File: src/rtl/hazard_ctrl_p.sv
// Hazard controller for the 5-stage pipeline: tracks in-flight destinations and
// generates registered forwarding selects, load-use stalls, branch flushes and memory freeze.
module hazard_ctrl_p #(
  parameter int unsigned REG_W    = 4,
  parameter int unsigned NPORTS   = 2,
  parameter int unsigned BR_STAGE = 3,
  parameter int unsigned R0_ZERO  = 1,
  parameter int unsigned CNT_W    = 16
) (
  input  logic                      clk,
  input  logic                      rst_n,
  input  logic                      id_valid,
  input  logic [NPORTS*REG_W-1:0]   id_src,
  input  logic [NPORTS-1:0]         id_src_use,
  input  logic [REG_W-1:0]          id_dst,
  input  logic                      id_wr_en,
  input  logic                      id_is_load,
  input  logic                      br_taken,
  input  logic                      mem_busy,
  output logic [2*NPORTS-1:0]       fwd_sel,
  output logic                      pc_en,
  output logic                      id_ex_en,
  output logic                      ex_mem_en,
  output logic [2:0]                flush,
  output logic [CNT_W-1:0]          stall_cnt,
  output logic [CNT_W-1:0]          flush_cnt
);

  typedef struct packed {
    logic             v;
    logic [REG_W-1:0] dst;
    logic             ld;
  } slot_t;

  typedef enum logic [1:0] {ACT_RUN, ACT_STALL, ACT_FLUSH, ACT_FREEZE} act_e;

  // No WB slot is kept: WB producers are never forwarded because the register
  // file writes before it reads, so that slot has no effect on any output.
  slot_t                ex_q, ex_d, mem_q, mem_d;
  logic [2*NPORTS-1:0]  fwd_q, fwd_d, fwd_calc;
  logic [CNT_W-1:0]     scnt_q, scnt_d, fcnt_q, fcnt_d;
  logic [NPORTS-1:0]    m_ex, m_mem;
  logic                 lu;
  act_e                 act;

  always_comb begin
    logic [REG_W-1:0] src_p;
    logic             r0;
    m_ex     = '0;
    m_mem    = '0;
    fwd_calc = '0;
    src_p    = '0;
    r0       = 1'b0;
    for (int unsigned p = 0; p < NPORTS; p++) begin
      src_p    = id_src[p*REG_W +: REG_W];
      r0       = (R0_ZERO != 0) && (src_p == '0);
      m_ex[p]  = ex_q.v  & id_src_use[p] & (ex_q.dst  == src_p) & ~r0;
      m_mem[p] = mem_q.v & id_src_use[p] & (mem_q.dst == src_p) & ~r0;
      // Youngest producer first; a load still in EX is covered by the stall.
      if (m_ex[p] && !ex_q.ld) fwd_calc[2*p +: 2] = 2'b01;
      else if (m_mem[p])       fwd_calc[2*p +: 2] = 2'b10;
    end
  end

  assign lu = id_valid & (|m_ex) & ex_q.ld;

  always_comb begin
    if (mem_busy)      act = ACT_FREEZE;
    else if (br_taken) act = ACT_FLUSH;
    else if (lu)       act = ACT_STALL;
    else               act = ACT_RUN;
  end

  always_comb begin
    pc_en     = 1'b1;
    id_ex_en  = 1'b1;
    ex_mem_en = 1'b1;
    flush     = '0;
    unique case (act)
      ACT_FREEZE: begin
        pc_en     = 1'b0;
        id_ex_en  = 1'b0;
        ex_mem_en = 1'b0;
      end
      ACT_FLUSH: flush = (BR_STAGE == 3) ? 3'b111 : 3'b011;
      ACT_STALL: begin
        pc_en    = 1'b0;
        id_ex_en = 1'b0;
        flush    = 3'b010;
      end
      default: ;
    endcase
  end

  always_comb begin
    ex_d   = ex_q;
    mem_d  = mem_q;
    fwd_d  = fwd_q;
    scnt_d = scnt_q;
    fcnt_d = fcnt_q;
    unique case (act)
      ACT_RUN: begin
        mem_d   = ex_q;
        ex_d.v  = id_valid & id_wr_en;
        ex_d.dst = id_dst;
        ex_d.ld = id_is_load;
        fwd_d   = fwd_calc;
      end
      ACT_STALL: begin
        mem_d = ex_q;
        ex_d  = '0;
        fwd_d = '0;
        if (scnt_q != '1) scnt_d = scnt_q + {{(CNT_W-1){1'b0}}, 1'b1};
      end
      ACT_FLUSH: begin
        // Resolving in MEM kills the instruction in EX as it moves into MEM.
        mem_d = ex_q;
        if (BR_STAGE == 3) mem_d.v = 1'b0;
        ex_d  = '0;
        fwd_d = '0;
        if (fcnt_q != '1) fcnt_d = fcnt_q + {{(CNT_W-1){1'b0}}, 1'b1};
      end
      default: ;
    endcase
  end

  always_ff @(posedge clk or negedge rst_n) begin
    if (!rst_n) begin
      ex_q   <= '0;
      mem_q  <= '0;
      fwd_q  <= '0;
      scnt_q <= '0;
      fcnt_q <= '0;
    end else begin
      ex_q   <= ex_d;
      mem_q  <= mem_d;
      fwd_q  <= fwd_d;
      scnt_q <= scnt_d;
      fcnt_q <= fcnt_d;
    end
  end

  assign fwd_sel   = fwd_q;
  assign stall_cnt = scnt_q;
  assign flush_cnt = fcnt_q;

endmodule

File: config.mk
export PLATFORM = sky130hd
export DESIGN_NAME = hazard_ctrl_p
export DESIGN_NICKNAME = d
export VERILOG_FILES = /design/src/rtl/hazard_ctrl_p.sv
export SDC_FILE = /design/constraint.sdc
export NUM_CORES = 1
export LEC_CHECK = 0
export ABC_AREA = 1
export CAP_MARGIN = 40
export CORE_MARGIN = 2
export CORE_UTILIZATION = 51
export DETAILED_ROUTE_END_ITERATION = 10
export GPL_ROUTABILITY_DRIVEN = 0
export PLACE_DENSITY_LB_ADDON = 0.15
export SLEW_MARGIN = 25
export SYNTH_ARGS = -nofsm -noshare
export SYNTH_HDL_FRONTEND = slang
export SYNTH_SLANG_ARGS = --single-unit
File: constraint.sdc
create_clock -name clk -period 3 [get_ports clk]
set_clock_uncertainty 0.2 [all_clocks]
set_input_delay 0.6 -clock clk [delete_from_list [all_inputs] [get_ports clk]]
set_output_delay 0.6 -clock clk [all_outputs]
set_load 0.05 [all_outputs]
==> results of run 1 <==
[worst paths after layout]
| path | startpoint | endpoint | slack, ns | cells past startpoint |
|---|---|---|---|---|
| min in group clk | fwd_sel[1] | fwd_sel[1] | 0.30 | 2 |
| hold / removal | rst_n | stall_cnt[1] | 0.13 | 1 |
| setup reg to reg | ex_q[3] | fwd_sel[1] | 0.71 | 17 |
| setup / recovery | id_src[1] | flush[1] | 0.07 | 11 |
| hold reg to reg | fwd_sel[1] | fwd_sel[1] | 0.30 | 2 |
| max in group asynchronous | rst_n | flush_cnt[14] | 1.87 | 2 |
[per-stage QoR]
step	hold WS, ns	total power, µW	cell area [µm²]
2_1_floorplan	0.1044	1145	2910
3_3_place_gp	0.2727	1360	3742
3_5_place_dp	0.2723	1371	3742
4_1_cts	0.1569	1873	3874
5_1_grt	0.1881	1954	3902
6_report	0.1279	1865	3902
[state kept, by name, summed over array words and instances (netlist names)]
| name | count |
|---|---|
| ex_q | 6 |
| stall_cnt | 16 |
| fwd_sel | 4 |
| flush_cnt | 16 |
| mem_q | 5 |
[cells by family (layout without fill, tap and decap cells)]
group,count (synthesis),in the layout,synth area share
AND/OR/NAND/NOR,272,272,0.3754
buffers and inverters,49,128,0.07386
flip-flops,47,47,0.4060
AO/OA/AOI/OAI,29,29,0.05659
XOR/XNOR,22,22,0.06652
adder cells (fa/ha/maj),5,5,0.02160
[synth_stat cells, types with 2 or more instances]
| master | instances | share of area |
|---|---|---|
| xnor2_1 | 16 | 0.048 |
| xor2_1 | 6 | 0.018 |
| nand2_2 | 3 | 0.0065 |
| ha_1 | 5 | 0.022 |
| nand4_1 | 7 | 0.015 |
| inv_2 | 2 | 0.0026 |
| nor2_1 | 46 | 0.060 |
| or2_2 | 2 | 0.0043 |
| buf_6 | 2 | 0.0078 |
| dfrtp_1 | 47 | 0.41 |
| nand3_1 | 15 | 0.026 |
| o21ai_0 | 25 | 0.043 |
| nand2_1 | 195 | 0.25 |
| buf_4 | 3 | 0.0078 |
| inv_1 | 39 | 0.051 |
[worst register-to-register path: stages, from the launching register on]
cell     delay, ns
dfrtp_1       0.42
inv_1         0.13
nand2_1       0.07
nand2_1       0.06
nand2_1       0.05
inv_1         0.07
nand3_1       0.07
nand2_1       0.09
nand2_1       0.08
nand2_2       0.11
ha_4          0.22
nor2_1        0.12
inv_1         0.10
nor2_1        0.12
nand3_1       0.09
nor2_1        0.10
nand2_1       0.07
nand2_1       0.06
[routing by layer]
metal  GRT usage  share of wire  vias to the layer above
li1            -              -                     1457
met1      0.3248           0.45                     1292
met2      0.4119           0.49                       80
met3     0.04091          0.045                       10
met4     0.08621          0.017                        0
met5           0              0                        -
[where the power goes]
part / switching [µW] / internal (µW)
Clock: 229 / 274
Combinational: 359 / 220
Sequential: 89.4 / 694
[cell type report]
cell class / instances / area, µm²
timing repair buffer: 78 / 807.0
fill: 456 / 1604
sequential: 47 / 1176
multi-input combinational: 328 / 1548
inverter: 42 / 160.2
clock buffer: 6 / 82.58
clock inverter: 2 / 38.79
tap: 72 / 90.09
==> flow_metrics.tcl, run 1 <==
set metrics [dict create \
    outcome "completed" \
    synth_ff_type "dfrtp_1" \
    crit_chain "clkdlybuf4s50_1 -> inv_1 -> nand2_1 -> nand2_1 -> nor2_1 -> nand3_1 -> nand2_1 -> nand2_1 -> nand2_2 -> ha_4 -> buf_12" \
    powerDensity_nw_per_um2 477.9 \
    finalCritPeriodShare 0.9752 \
    totalWireLength_um 7148 \
    syn-num-nets 450 \
    ys_seq_area_frac 0.4060 \
    core-area_um2 5507 \
    startpoint_type "primary input" \
    synth_edf_count 0 \
    overflow 0 \
    ys_seq_elements 47 \
    drive_gt1_frac 0.09543 \
    ys_types 26 \
    htreeDepth 2 \
    wl_per_cell_um 12.43 \
    total_leakage_power_uw 0.001873 \
    ir_drop_v 0.0004527 \
    cts_tree "built" \
    final_cell_mix "194 x nand2_1, 49 x clkdlybuf4s50_1, 47 x dfrtp_1, 45 x nor2_1, 39 x inv_1" \
    initialDrtViolationCount 163 \
    path_class "primary input to output port" \
    cts_root_buf "clkbuf_8" \
    grt_pass1_wl_um 12250 \
    portBuffers 62 \
    clk_latency_ns 0.30 \
    initial_core_util 0.5260 \
    crit_path_top_delay_cell "clkdlybuf4s50_1" \
    pre_cts_ws_ns -0.01542 \
    cts.clk_slew.worst_paths_ns 0.09 \
    cts_resized 4 \
    max_cap_violations 0 \
    antenna_left 0 \
    detail_route.vias_per_cell 4.937 \
    drc 0 \
    worst_slack_ns 0.07431 \
    grt_pass1_vias 2715 \
    grt_setup_unrepaired "no" \
    critPathBufInv 3 \
    cp.required_ns 2.20 \
    avgSynthCellArea_um2 6.831 \
    cpPeakStageDelay_ns 0.50 \
    fmax_mhz 341.8 \
    cp.arrival_ns 2.13 \
    cp_top_family "buffers and inverters" \
    syn_to_final_growth_pct 34.73 \
    fin_util 0.7087 \
    cts_made_buffers 5 \
    final-setup-viol-count 0 \
    layout.nets 528 \
    first_pass_iters 4 \
    cts_setup_buffers 0 \
    final-max-slew-violation-count 0 \
    async_reset_ff_frac 1.000 \
    tightest_slew_ns 0.6928 \
    placed_cells 567 \
    hold_viol 0 \
    rows 27 \
    mostFrequentLayoutCell "nand2_1" \
    grt_usage 0.2468 \
    antenna_found_initial 0 \
    vias 2839 \
    dieWidth_um 79.36 \
    ys_warn_count 0 \
    crit_top_cell "nand2_1" \
    netlist_area_um2 2897 \
    final_cells 575 \
    dp_hpwl_um 5432 \
    die-area_um2 6298 \
    crit_path_max_fanout 3 \
    io_pins 63 \
    synth_cells 424 \
    critPathCaptureType "output port" \
    cts_hold_buf 0 \
    holdCritPathClass "primary input to async pin" \
    grt_max_degree 32 \
    cts_sinks 47 \
    clock_path_buffers 2 \
    max_slew_margin 0.5382 \
    die_h_um 79.36 \
    period_needed_ns 2.926 \
    num_antenna_cells 0 \
    finalSetupTns_ns 0 \
]
No activity file was read; power rests on OpenSTA's default activity.
==> run 2, diff against run 1 <==
CORE_UTILIZATION = 50   (was 51)
REMOVE_ABC_BUFFERS = 1   (was unset)
==> flow_metrics.tcl, run 2 (synthesized netlist as in run 1, its figures left out) <==
set metrics [dict create \
    cp.arrival_ns 2.10 \
    final_cell_mix "193 x nand2_1, 47 x dfrtp_1, 47 x clkdlybuf4s50_1, 41 x nor2_1, 38 x inv_1" \
    cts_sinks 47 \
    wl_per_cell_um 12.36 \
    crit_path_top_delay_cell "clkdlybuf4s50_1" \
    cts_made_buffers 5 \
    cts_root_buf "clkbuf_8" \
    initial_core_util 0.5228 \
    layout.nets 532 \
    path_class "primary input to output port" \
    max_cap_violations 0 \
    totalPowerFinal_uw 1746 \
    grt_pass1_wl_um 12010 \
    drive_gt1_frac 0.1144 \
    final-max-slew-violation-count 0 \
    num_antenna_cells 0 \
    crit_top_cell "nand2_1" \
    crit_path_max_fanout 2 \
    clk_latency_ns 0.30 \
    critPathBufInv 3 \
    cpPeakStageDelay_ns 0.49 \
    crit_chain "clkdlybuf4s50_1 -> nand2_1 -> inv_1 -> nand2_1 -> nor2_2 -> nand3_2 -> nand2_2 -> nand2_1 -> nand2_2 -> ha_4 -> buf_12" \
    fin_util 0.7046 \
    cp_top_family "buffers and inverters" \
    cts.clk_slew.worst_paths_ns 0.09 \
    dieWidth_um 80.11 \
    pre_cts_ws_ns -0.04025 \
    holdCritPathClass "primary input to async pin" \
    mostFrequentLayoutCell "nand2_1" \
    seqPwrFrac 0.449 \
    hold_viol 0 \
    startpoint_type "primary input" \
    first_pass_iters 4 \
    syn_to_final_growth_pct 34.77 \
    fmax_mhz 344.6 \
    htreeDepth 2 \
    switching_share 0.3821 \
    antenna_left 0 \
    p_int_uw 1079 \
    dp_hpwl_um 5458 \
    outcome "completed" \
    p_clk_frac 0.214 \
    critPathCaptureType "output port" \
    die_h_um 80.11 \
    rows 27 \
    cts_tree "built" \
    grt_usage 0.2362 \
    grt_max_degree 31 \
    drc 0 \
    switchingPower_uw 667.2 \
    worst_slack_ns 0.09848 \
    initialDrtViolationCount 159 \
    finalCritPeriodShare 0.9672 \
    detail_route.vias_per_cell 4.984 \
    io_pins 63 \
    comb_power_share 0.337 \
    portBuffers 62 \
    powerDensity_nw_per_um2 447.4 \
    totalWireLength_um 7157 \
    total_leakage_power_uw 0.001869 \
    tightest_slew_ns 0.6625 \
    overflow 0 \
    period_needed_ns 2.902 \
    antenna_found_initial 0 \
    r2r_slack_ns 0.62 \
    cts_hold_buf 0 \
    placed_cells 570 \
    clock_path_buffers 2 \
    max_slew_margin 0.5583 \
    ir_drop_v 0.0004622 \
    core-area_um2 5540 \
    cp.required_ns 2.20 \
    die-area_um2 6418 \
    final-setup-viol-count 0 \
    vias 2886 \
    final_cells 579 \
    grt_pass1_vias 2709 \
]
-- run 2: cell count changes in the layout (fill, tap and decap cells not counted), sizes merged --
cell	change
clkdlybuf4s50	-2
clkinv	+1
bufinv	-1
clkinvlp	+1
dlygate4sd2	+2
buf	+4
inv	-1
-- run 2: repair_timing --
item,CTS,global route
endpoints found under the setup margin,4,6
gates resized for setup,7,15
pin swaps,0,2
buffers inserted,0,1
-- run 2: layer usage --
| metal | track usage | routed length [µm] |
|---|---|---|
| met1 | 0.3143 | 3181 |
| met2 | 0.3983 | 3485 |
| met3 | 0.04045 | 381 |
| met4 | 0.06271 | 109 |
| met5 | 0 | 0 |
-- run 2: per-stage QoR --
stage               hold slack, ns  instance area, µm²  setup TNS (ns)
finish                      0.1219                3904               0
global route                0.1721                3904       -0.007508
CTS                         0.1416                3849               0
detailed placement          0.2780                3751         -0.1674
global placement            0.2660                3751        -0.04269
floorplan                   0.1044                2843          -26.86
-- run 2: layout make-up --
class,count,area [µm²]
clock inverters,2,12.51
inverters,42,160.2
well taps,72,90.09
clock buffers,6,72.57
repair buffers,82,834.6
fillers,474,1637
flip-flops and latches,47,1176
multi-input cells,328,1558
-- run 2: worst register-to-register path, stage by stage (launching register included) --
cell     delay [ns]
dfrtp_1        0.42
inv_1          0.15
nand2_1        0.07
nand2_1        0.06
nand2_1        0.05
inv_1          0.09
nand3_2        0.08
nand2_2        0.10
nand2_1        0.08
nand2_2        0.11
ha_4           0.22
nor2_1         0.15
inv_1          0.11
nor2_1         0.11
nand3_1        0.08
nor2_1         0.13
nand2_1        0.07
nand2_1        0.06
-- run 2: worst paths after layout --
path	to	startpoint	cells after the start
setup reg to reg	fwd_sel[1]	ex_q[3]	17
setup / recovery	flush[1]	id_src_use[0]	11
min in group clk	fwd_sel[2]	fwd_sel[2]	2
max in group asynchronous	flush_cnt[9]	rst_n	2
hold / removal	stall_cnt[13]	rst_n	1
hold reg to reg	fwd_sel[2]	fwd_sel[2]	2
-- run 2: power groups by stage --
stage	logic, µW	registers (µW)	clock network (µW)
2_1_floorplan	198	939	0
3_3_place_gp	568	793	0
3_5_place_dp	578	796	0
4_1_cts	583	785	387
5_1_grt	631	798	415
6_report	588	785	374
